<file path="config.mk">
export PLATFORM = sky130hd
export DESIGN_NAME = matrix_layer_scheduler
export DESIGN_NICKNAME = d
export VERILOG_FILES = /design/src/rtl/matrix_layer_scheduler.sv
export SDC_FILE = /design/constraint.sdc
export NUM_CORES = 1
export LEC_CHECK = 0
export BUFFER_PORTS_ARGS = -buffer_cell sky130_fd_sc_hd__buf_2
export CAP_MARGIN = 40
export CORE_MARGIN = 3
export CORE_UTILIZATION = 25
export CTS_CLUSTER_DIAMETER = 150
export DETAILED_ROUTE_END_ITERATION = 6
export GPL_ROUTABILITY_DRIVEN = 0
export PLACE_DENSITY = 0.57
export SYNTH_ARGS = -nofsm -noshare
export SYNTH_HDL_FRONTEND = slang
export SYNTH_SLANG_ARGS = --single-unit
export TNS_END_PERCENT = 50
</file>
<file path="constraint.sdc">
create_clock -name clk -period 4.8 [get_ports clk]
set_input_delay 0.96 -clock clk [delete_from_list [all_inputs] [get_ports clk]]
set_output_delay 0.96 -clock clk [all_outputs]
set_load 0.02 [all_outputs]
</file>
<file path="src/rtl/matrix_layer_scheduler.sv">
// Round-robin time-multiplexer of the dino, obstacle and score layers onto one 8x16 LED matrix.
// Optional sticky dino/obstacle overlap detector is built when COLLIDE_DETECT_EN is defined.
module matrix_layer_scheduler #(
    parameter int DWELL = 250,
    parameter int BLANK = 4
) (
    input  logic        clk,
    input  logic        rst,
    input  logic [7:0]  dino_row,
    input  logic [15:0] dino_col,
    input  logic        dino_vld,
    input  logic [7:0]  obs_row,
    input  logic [15:0] obs_col,
    input  logic        obs_vld,
    input  logic [7:0]  score_row,
    input  logic [15:0] score_col,
    input  logic        score_vld,
    output logic [7:0]  row,
    output logic [15:0] col,
    output logic [2:0]  grant,
    output logic        frame_tick,
    output logic        collision
);
    localparam int DW = (DWELL > 1) ? $clog2(DWELL) : 1;
    localparam int BW = (BLANK > 1) ? $clog2(BLANK) : 1;
    localparam logic [DW-1:0] DWELL_LOAD = DW'(DWELL - 1);
    localparam logic [BW-1:0] BLANK_LOAD = BW'((BLANK > 0) ? BLANK - 1 : 0);

    typedef enum logic [1:0] {IDLE = 2'd0, SHOW = 2'd1, GAP = 2'd2} state_t;

    state_t         state_reg, state_next;
    logic [1:0]     ptr_reg, ptr_next;
    logic [DW-1:0]  dwell_reg, dwell_next;
    logic [BW-1:0]  blank_reg, blank_next;
    logic [2:0]     grant_reg, grant_next;
    logic [7:0]     row_reg, row_next;
    logic [15:0]    col_reg, col_next;
    logic           tick_reg, tick_next;

    logic [2:0]     vld;
    logic [7:0]     layer_row [3];
    logic [15:0]    layer_col [3];
    logic [7:0]     row_masked [3];
    logic [15:0]    col_masked [3];
    logic [15:0]    col_act;
    logic [2:0]     higher;
    logic [1:0]     ptr_after;
    logic           slot_end;

    assign vld          = {score_vld, obs_vld, dino_vld};
    assign layer_row[0] = dino_row;
    assign layer_row[1] = obs_row;
    assign layer_row[2] = score_row;
    assign layer_col[0] = dino_col;
    assign layer_col[1] = obs_col;
    assign layer_col[2] = score_col;

    // First requesting layer in the order base, base+1, base+2 (mod 3), one-hot.
    function automatic logic [2:0] pick(input logic [1:0] base, input logic [2:0] req);
        logic [2:0] won;
        logic [2:0] idx;
        logic       found;
        won   = '0;
        found = 1'b0;
        for (int k = 0; k < 3; k++) begin
            idx = {1'b0, base} + 3'(k);
            if (idx >= 3'd3)
                idx = idx - 3'd3;
            if (!found && req[idx[1:0]]) begin
                won[idx[1:0]] = 1'b1;
                found         = 1'b1;
            end
        end
        return won;
    endfunction

    // Only the layer granted for the coming cycle reaches the pins, so layers never mix.
    generate
        for (genvar gi = 0; gi < 3; gi++) begin : g_layer
            assign row_masked[gi] = layer_row[gi] & {8{grant_next[gi]}};
            assign col_masked[gi] = ~layer_col[gi] & {16{grant_next[gi]}};
            if (gi == 0) begin : g_first
                assign higher[gi] = 1'b0;
            end else begin : g_rest
                assign higher[gi] = |grant_reg[gi-1:0];
            end
        end
    endgenerate

    assign ptr_after = grant_reg[0] ? 2'd1 : (grant_reg[1] ? 2'd2 : 2'd0);
    assign slot_end  = (dwell_reg == '0) || !(|(grant_reg & vld));

    always_ff @(posedge clk) begin
        if (rst) begin
            state_reg <= IDLE;
            ptr_reg   <= '0;
            dwell_reg <= '0;
            blank_reg <= '0;
            grant_reg <= '0;
            row_reg   <= '0;
            col_reg   <= '1;
            tick_reg  <= 1'b0;
        end else begin
            state_reg <= state_next;
            ptr_reg   <= ptr_next;
            dwell_reg <= dwell_next;
            blank_reg <= blank_next;
            grant_reg <= grant_next;
            row_reg   <= row_next;
            col_reg   <= col_next;
            tick_reg  <= tick_next;
        end
    end

    always_comb begin
        state_next = state_reg;
        ptr_next   = ptr_reg;
        dwell_next = dwell_reg;
        blank_next = blank_reg;
        grant_next = grant_reg;
        tick_next  = 1'b0;
        case (state_reg)
            IDLE: begin
                if (|vld) begin
                    grant_next = pick(ptr_reg, vld);
                    dwell_next = DWELL_LOAD;
                    state_next = SHOW;
                end
            end
            SHOW: begin
                if (slot_end) begin
                    ptr_next   = ptr_after;
                    tick_next  = ~|(vld & higher);
                    grant_next = '0;
                    if (BLANK > 0) begin
                        blank_next = BLANK_LOAD;
                        state_next = GAP;
                    end else if (|vld) begin
                        grant_next = pick(ptr_after, vld);
                        dwell_next = DWELL_LOAD;
                        state_next = SHOW;
                    end else begin
                        state_next = IDLE;
                    end
                end else begin
                    dwell_next = dwell_reg - DW'(1);
                end
            end
            GAP: begin
                grant_next = '0;
                if (blank_reg == '0) begin
                    if (|vld) begin
                        grant_next = pick(ptr_reg, vld);
                        dwell_next = DWELL_LOAD;
                        state_next = SHOW;
                    end else begin
                        state_next = IDLE;
                    end
                end else begin
                    blank_next = blank_reg - BW'(1);
                end
            end
            default: begin
                grant_next = '0;
                state_next = IDLE;
            end
        endcase
    end

    always_comb begin
        row_next = '0;
        col_act  = '0;
        for (int i = 0; i < 3; i++) begin
            row_next = row_next | row_masked[i];
            col_act  = col_act | col_masked[i];
        end
        col_next = ~col_act;
    end

    assign row        = row_reg;
    assign col        = col_reg;
    assign grant      = grant_reg;
    assign frame_tick = tick_reg;

`ifdef COLLIDE_DETECT_EN
    logic collision_reg;
    logic overlap;

    // Overlap is judged on raw layer inputs, whatever is currently on the matrix.
    assign overlap = dino_vld & obs_vld & (|(dino_row & obs_row)) & (|(~dino_col & ~obs_col));

    always_ff @(posedge clk) begin
        if (rst)
            collision_reg <= 1'b0;
        else if (overlap)
            collision_reg <= 1'b1;
    end

    assign collision = collision_reg;
`else
    assign collision = 1'b0;
`endif
endmodule

</file>
==> results of run 1 <==
where the power goes:
part           switching [W]  internal (W)  total [W]  leakage [nW]
clock network       0.000130      0.000116   0.000246        0.0472
registers          0.0000257      0.000389   0.000415         0.346
logic               0.000137      0.000104   0.000241         0.970
cell type report:
class	instances	area [sq um]	area share (%)
tap	108	135	4.59
clock inverter	2	12.5	0.425
clock buffer	6	82.6	2.80
inverter	41	154	5.23
multi-input combinational	155	1200	40.7
sequential	42	841	28.5
timing repair buffer	104	520	17.7
metal layers:
layer / track usage (%) / vias up / share of wire (%)
li1: - / 1083 / -
met1: 13.2 / 1018 / 43
met2: 19.4 / 73 / 50
met3: 2.87 / 6 / 6.7
met4: 3.53 / 0 / 0.87
met5: 0 / - / 0
worst max-delay path: stages, from the launching register on:
cell       delay [ns]
dfxtp_1          0.39
inv_1            0.08
ha_1             0.44
mux2_2           0.39
o2bb2ai_1        0.14
a2111oi_0        0.38
a211oi_1         0.15
o21ai_4          0.69
a221oi_1         0.18
stage by stage:
| stage | cells | setup slack (ns) | hold WS (ns) | area (sq um) | total power, W |
|---|---|---|---|---|---|
| 5_1_grt | 458 | 1.61 | 0.538 | 2950 | 0.000955 |
| 2_1_floorplan | 252 | 2.19 | 0.459 | 2320 | 0.000592 |
| 3_5_place_dp | 450 | 1.60 | 0.494 | 2850 | 0.000667 |
| 3_3_place_gp | 450 | 1.66 | 0.479 | 2850 | 0.000664 |
| 4_1_cts | 458 | 1.80 | 0.508 | 2950 | 0.000917 |
| 6_report | 458 | 1.80 | 0.505 | 2950 | 0.000902 |
path summary, 6_finish.rpt:
path	startpoint	to	cells after the start
worst max register to register	ptr_reg[0]	col[2]	8
worst min register to register	dwell_reg[0]	dwell_reg[0]	1
worst min-delay path	dwell_reg[0]	dwell_reg[0]	1
worst max-delay path	ptr_reg[0]	col[2]	8
kinds of logic (layout without fill, tap and decap cells):
group                    count (synthesis)  count (layout)  share of synthesized area (%)
AO/OA/AOI/OAI                           75              75                           27.3
XOR/XNOR                                 6               6                           2.26
adder cells (fa/ha/maj)                  7               7                           3.77
buffers and inverters                   55             153                           12.1
flip-flops                              42              42                           36.2
multiplexers                             3               3                           1.35
other                                    1               1                          0.162
AND/OR/NAND/NOR                         63              63                           16.9
cell usage after synthesis (all sizes together), types with 2 or more instances:
master,instances
mux2i,2
clkbuf,2
and3,2
inv,41
nand3,4
a31oi,3
nand2b,6
nand3b,2
or2,2
nor2b,3
dfxtp,42
nor2,10
xnor2,3
ha,7
a211oi,4
o21ai,6
buf,12
nor3,7
nor4,3
a221oi,16
a221o,8
a2111oi,2
and2,8
nand2,9
a21oi,27
xor2,3
==> results.sh, run 1 <==
export IMPL_grt_setup_unrepaired="no"
export IMPL_start_util_pct=26.2
export IMPL_dp_final_hpwl_um=4570
export IMPL_clkLatencyLatePin_ns=0.29
export IMPL_hold_viol_final=0
export IMPL_syn_nets=336
export IMPL_drive_above_1_share_pct=39.7
export IMPL_nets=433
export IMPL_start_kind="register"
export IMPL_syn_area_sq_mm=0.00232
export IMPL_avgViaCountPerCell=4.76
export IMPL_cap_violations=0
export IMPL_status="finished, final reports clean"
export IMPL_fin_crit_sh_pct=62.4
export IMPL_yosysWarnings=0
export IMPL_fmax_mhz=334
export IMPL_dieArea_sq_mm=0.0105
export IMPL_synth_edf_count=0
export IMPL_grt_total_usage_pct=11.1
export IMPL_vias=2180
export IMPL_finalCriticalPeriod_ns=3.00
export IMPL_layout_commonest_cell="buf_2"
export IMPL_drt_total_wl_um=6090
export IMPL_grt_max_degree=26
export IMPL_hp_class="reg2reg"
export IMPL_cts_reportedPaths_clkPinSlew_ns=0.09
export IMPL_cts_resized=0
export IMPL_die_height_um=102
export IMPL_grt_pass1_wl_um=9400
export IMPL_synthToLayoutAreaGrowth_pct=26.9
export IMPL_diodes=0
export IMPL_netlist_area_leader_share_pct=36.2
export IMPL_ys_flop_type="dfxtp_1"
export IMPL_ir_worst_vdd_v=0.000133
export IMPL_synth_cells=252
export IMPL_tns_ns=0
export IMPL_crit_fanout=25
export IMPL_row_count=34
export IMPL_synthArstFlopShare_pct=0
export IMPL_powerDensity_mw_per_mm2=306
export IMPL_final_cell_mix="104 x buf_2, 42 x dfxtp_1, 41 x inv_1, 27 x a21oi_1"
export IMPL_grt_pass1_vias=2108
export IMPL_cp_required_ns=4.93
export IMPL_slew_violations=0
export IMPL_die_width_um=102
export IMPL_cts_tree="done"
export IMPL_wl_per_cell_um=13.3
export IMPL_htreeDepth=2
export IMPL_filler_cell_count=926
export IMPL_ys_types=57
export IMPL_largest_reg_flops=16
export IMPL_slew_limit_headroom_pct=45.2
export IMPL_ant_nets=0
export IMPL_grt_overflow_total=0
export IMPL_drt_initial_drc_count=57
export IMPL_syn_avg_cell_area_sq_um=9.21
export IMPL_io_pins=106
export IMPL_synth_area_top_cells="dfxtp_1 36%, inv_1 6.6%, a221oi_2 6.5%"
export IMPL_cts_post_setup_buffers_inserted=0
export IMPL_antenna_found_initial=0
export IMPL_clockRootBuffer="clkbuf_8"
export IMPL_ys_seq_elements=42
export IMPL_seq_area_frac_synth_pct=36.2
export IMPL_p_leak_nw=1.36
export IMPL_tightest_slew_ns=0.820
export IMPL_drc=0
export IMPL_path_class="reg2reg"
export IMPL_cts_buffers=5
export IMPL_setup_viol=0
export IMPL_utilization_pct=33.3
export IMPL_clock_path_buffers=2
export IMPL_ctsHoldBuffers=0
export IMPL_dr_pass1_iters=4
export IMPL_port_buffers=104
export IMPL_skew_ns=0.00752
export IMPL_synth_top_area_cell="dfxtp_1"
export IMPL_cts_sinks=42
export IMPL_cp_end_kind="register"
export IMPL_r2r_slack_ns=1.80
export IMPL_core_sq_mm=0.00885
export IMPL_crit_arrival_ns=3.13
No activity file was read; power rests on OpenSTA's default activity.
==> run 2: changes to the inputs <==
--- a/config.mk
+++ b/config.mk
@@ -5,6 +5,7 @@
 export SDC_FILE = /design/constraint.sdc
 export NUM_CORES = 1
 export LEC_CHECK = 0
+export ABC_AREA = 1
 export BUFFER_PORTS_ARGS = -buffer_cell sky130_fd_sc_hd__buf_2
 export CAP_MARGIN = 40
 export CORE_MARGIN = 3
@@ -12,7 +13,7 @@
 export CTS_CLUSTER_DIAMETER = 150
 export DETAILED_ROUTE_END_ITERATION = 6
 export GPL_ROUTABILITY_DRIVEN = 0
-export PLACE_DENSITY = 0.57
+export PLACE_DENSITY = 0.58
 export SYNTH_ARGS = -nofsm -noshare
 export SYNTH_HDL_FRONTEND = slang
 export SYNTH_SLANG_ARGS = --single-unit
==> constraint.sdc (replaced) <==
create_clock -name clk -period 2.5 [get_ports clk]
set_input_delay 0.5 -clock clk [delete_from_list [all_inputs] [get_ports clk]]
set_output_delay 0.5 -clock clk [all_outputs]
set_load 0.02 [all_outputs]
==> run 2 against run 1 <==
Compared with the run above:
- first-iteration DRC count up 53%
- non-clock buffer count grew 1
- fmax up 42%
- critical endpoint is now col[15]
- largest cell class unchanged
- clock skew increased by 0.0047 ns
- largest power group is now combinational logic
- synthesized area rose by 7.3%
- critical path depth rose by 7
- final cell count up 34%
- routed wire length grew 9.7%
- global-route usage up 0.82 points
- via count grew 19%
==> results.sh, run 2 <==
export IMPL_cts_post_setup_buffers_inserted=0
export IMPL_grt_pass1_wl_um=11200
export IMPL_htreeDepth=2
export IMPL_clockRootBuffer="clkbuf_8"
export IMPL_intPower_w=0.00156
export IMPL_ctsHoldBuffers=0
export IMPL_layout_commonest_cell="nand2_1"
export IMPL_cts_reportedPaths_clkPinSlew_ns=0.09
export IMPL_nets=567
export IMPL_place_ws_ns=0.383
export IMPL_p_leak_nw=1.73
export IMPL_netlist_area_leader_share_pct=33.8
export IMPL_finalCriticalPeriod_ns=2.10
export IMPL_fin_ws_ns=0.396
export IMPL_cts_resized=0
export IMPL_grt_pass1_vias=2507
export IMPL_skew_ns=0.0123
export IMPL_antenna_found_initial=0
export IMPL_syn_area_sq_mm=0.00249
export IMPL_cp_required_ns=2.69
export IMPL_path_class="reg2reg"
export IMPL_p_sw_share_pct=46.2
export IMPL_dieArea_sq_mm=0.0112
export IMPL_port_buffers=104
export IMPL_tns_ns=0
export IMPL_diodes=0
export IMPL_die_width_um=106
export IMPL_fin_crit_sh_pct=84.2
export IMPL_cts_tree="done"
export IMPL_row_count=35
export IMPL_switchingPower_w=0.00134
export IMPL_ys_types=32
export IMPL_dp_final_hpwl_um=5370
export IMPL_slew_violations=0
export IMPL_final_cell_mix="116 x nand2_1, 104 x buf_2, 73 x inv_1, 51 x nand3_1, 42 x dfxtp_1"
export IMPL_hold_viol_final=0
export IMPL_hp_class="in2reg"
export IMPL_status="finished, final reports clean"
export IMPL_powerDensity_mw_per_mm2=917
export IMPL_crit_arrival_ns=2.29
export IMPL_avgViaCountPerCell=4.22
export IMPL_synth_most_common_cell="nand2_1"
export IMPL_synth_top_area_cell="dfxtp_1"
export IMPL_p_seq_share_pct=33.5
export IMPL_clock_path_buffers=2
export IMPL_comb_power_share_pct=51.4
export IMPL_drc=0
export IMPL_setup_viol=0
export IMPL_grt_setup_unrepaired="no"
export IMPL_grt_overflow_total=0
export IMPL_grt_max_degree=32
export IMPL_syn_avg_cell_area_sq_um=6.50
export IMPL_core_sq_mm=0.00946
export IMPL_dr_pass1_iters=5
export IMPL_drt_initial_drc_count=87
export IMPL_fmax_mhz=475
export IMPL_cap_violations=0
export IMPL_drive_above_1_share_pct=30.6
export IMPL_cts_sinks=42
export IMPL_synthToLayoutAreaGrowth_pct=27.2
export IMPL_pwr_share_clk_pct=15.1
export IMPL_grt_total_usage_pct=11.9
export IMPL_start_kind="register"
export IMPL_vias=2587
export IMPL_ys_flop_type="dfxtp_1"
export IMPL_synth_area_top_cells="dfxtp_1 34%, nand2_1 17%, inv_1 11%"
export IMPL_synth_cells=383
export IMPL_seq_area_frac_synth_pct=33.8
export IMPL_cts_buffers=5
export IMPL_io_pins=106
export IMPL_p_total_w=0.00291
export IMPL_wl_per_cell_um=10.9
export IMPL_start_util_pct=26.3
export IMPL_ant_nets=0
export IMPL_synth_edf_count=0
export IMPL_largest_reg_flops=16
export IMPL_drt_total_wl_um=6680
export IMPL_syn_nets=467
export IMPL_crit_fanout=24
export IMPL_cp_end_kind="register"
export IMPL_synthArstFlopShare_pct=0
export IMPL_ys_seq_elements=42
export IMPL_ir_worst_vdd_v=0.000258
export IMPL_synth_common_cells="116 x nand2_1, 73 x inv_1, 51 x nand3_1"
export IMPL_die_height_um=106
export IMPL_yosysWarnings=0
export IMPL_clkLatencyLatePin_ns=0.30
-- run 2: cell count changes in the layout (fill, tap and decap cells not counted), sizes merged, moves of 6 or more --
cell,change
inv,+40
a221oi,-16
nand2,+126
o21ai,+7
and2,-8
nand2b,-6
a221o,-8
a21oi,-15
nand3,+49
-- run 2: critical path: stages, from the launching register on --
cell and delay [ns]:
dfxtp_1 0.36, inv_1 0.08, ha_1 0.41, inv_2 0.09, nand2_1 0.06, nand3_1 0.07, nand2_1 0.09, nand2_1 0.07
inv_2 0.06, nand3_2 0.06, nand2_2 0.09, nand2_4 0.06, nand2_4 0.24, nand2_1 0.10, nand3_1 0.10, nand2_1 0.05
-- run 2: power groups by stage --
stage | registers, W | clock network, W | logic [W]
floorplan | 0.00115 | 0 | 0.00102
global placement | 0.000991 | 0 | 0.00148
detailed placement | 0.000989 | 0 | 0.00152
CTS | 0.000976 | 0.000464 | 0.00152
global route | 0.000997 | 0.000487 | 0.00171
finish | 0.000973 | 0.000440 | 0.00149
-- run 2: final cells by class --
type                            instances  area [sq um]
Clock inverter                          3          21.3
Timing Repair Buffer                  105           528
Inverter                               81           304
Tap cell                              129           161
Sequential cell                        42           841
Multi-Input combinational cell        248          1240
Fill cell                            1045          6290
Clock buffer                            5          68.8
-- run 2: final timing paths --
path                start            to  slack, ns  depth (start not counted)
max reg2reg    ptr_reg[0]       col[15]       0.40                         15
min reg2reg  dwell_reg[2]  dwell_reg[2]       0.48                          1
min          score_row[2]        row[2]       0.40                          3
max            ptr_reg[0]       col[15]       0.40                         15
-- run 2: stage by stage --
step	hold slack (ns)	area (sq um)	util, %	std cells
floorplan	0.443	2490	-	383
global placement	0.464	3080	32.5	605
detailed placement	0.466	3080	32.5	605
CTS	0.383	3170	33.5	613
global route	0.396	3170	33.5	613
finish	0.401	3170	33.5	613
-- run 2: layer usage --
metal / part of all wire (%) / track usage (%) / vias to the layer above / wire, um
li1: - / - / 1364 / -
met1: 43 / 14.3 / 1152 / 2890
met2: 51 / 21.4 / 67 / 3380
met3: 5.2 / 2.45 / 4 / 345
met4: 1.0 / 3.05 / 0 / 69
met5: 0 / 0 / - / 0
-- run 2: cells by family after synthesis --
kind of cell / share of synthesized area [%]
flip-flops: 33.8
AND/OR/NAND/NOR: 38.4
XOR/XNOR: 0.352
adder cells (fa/ha/maj): 3.52
AO/OA/AOI/OAI: 7.49
buffers and inverters: 16.3
other: 0.151
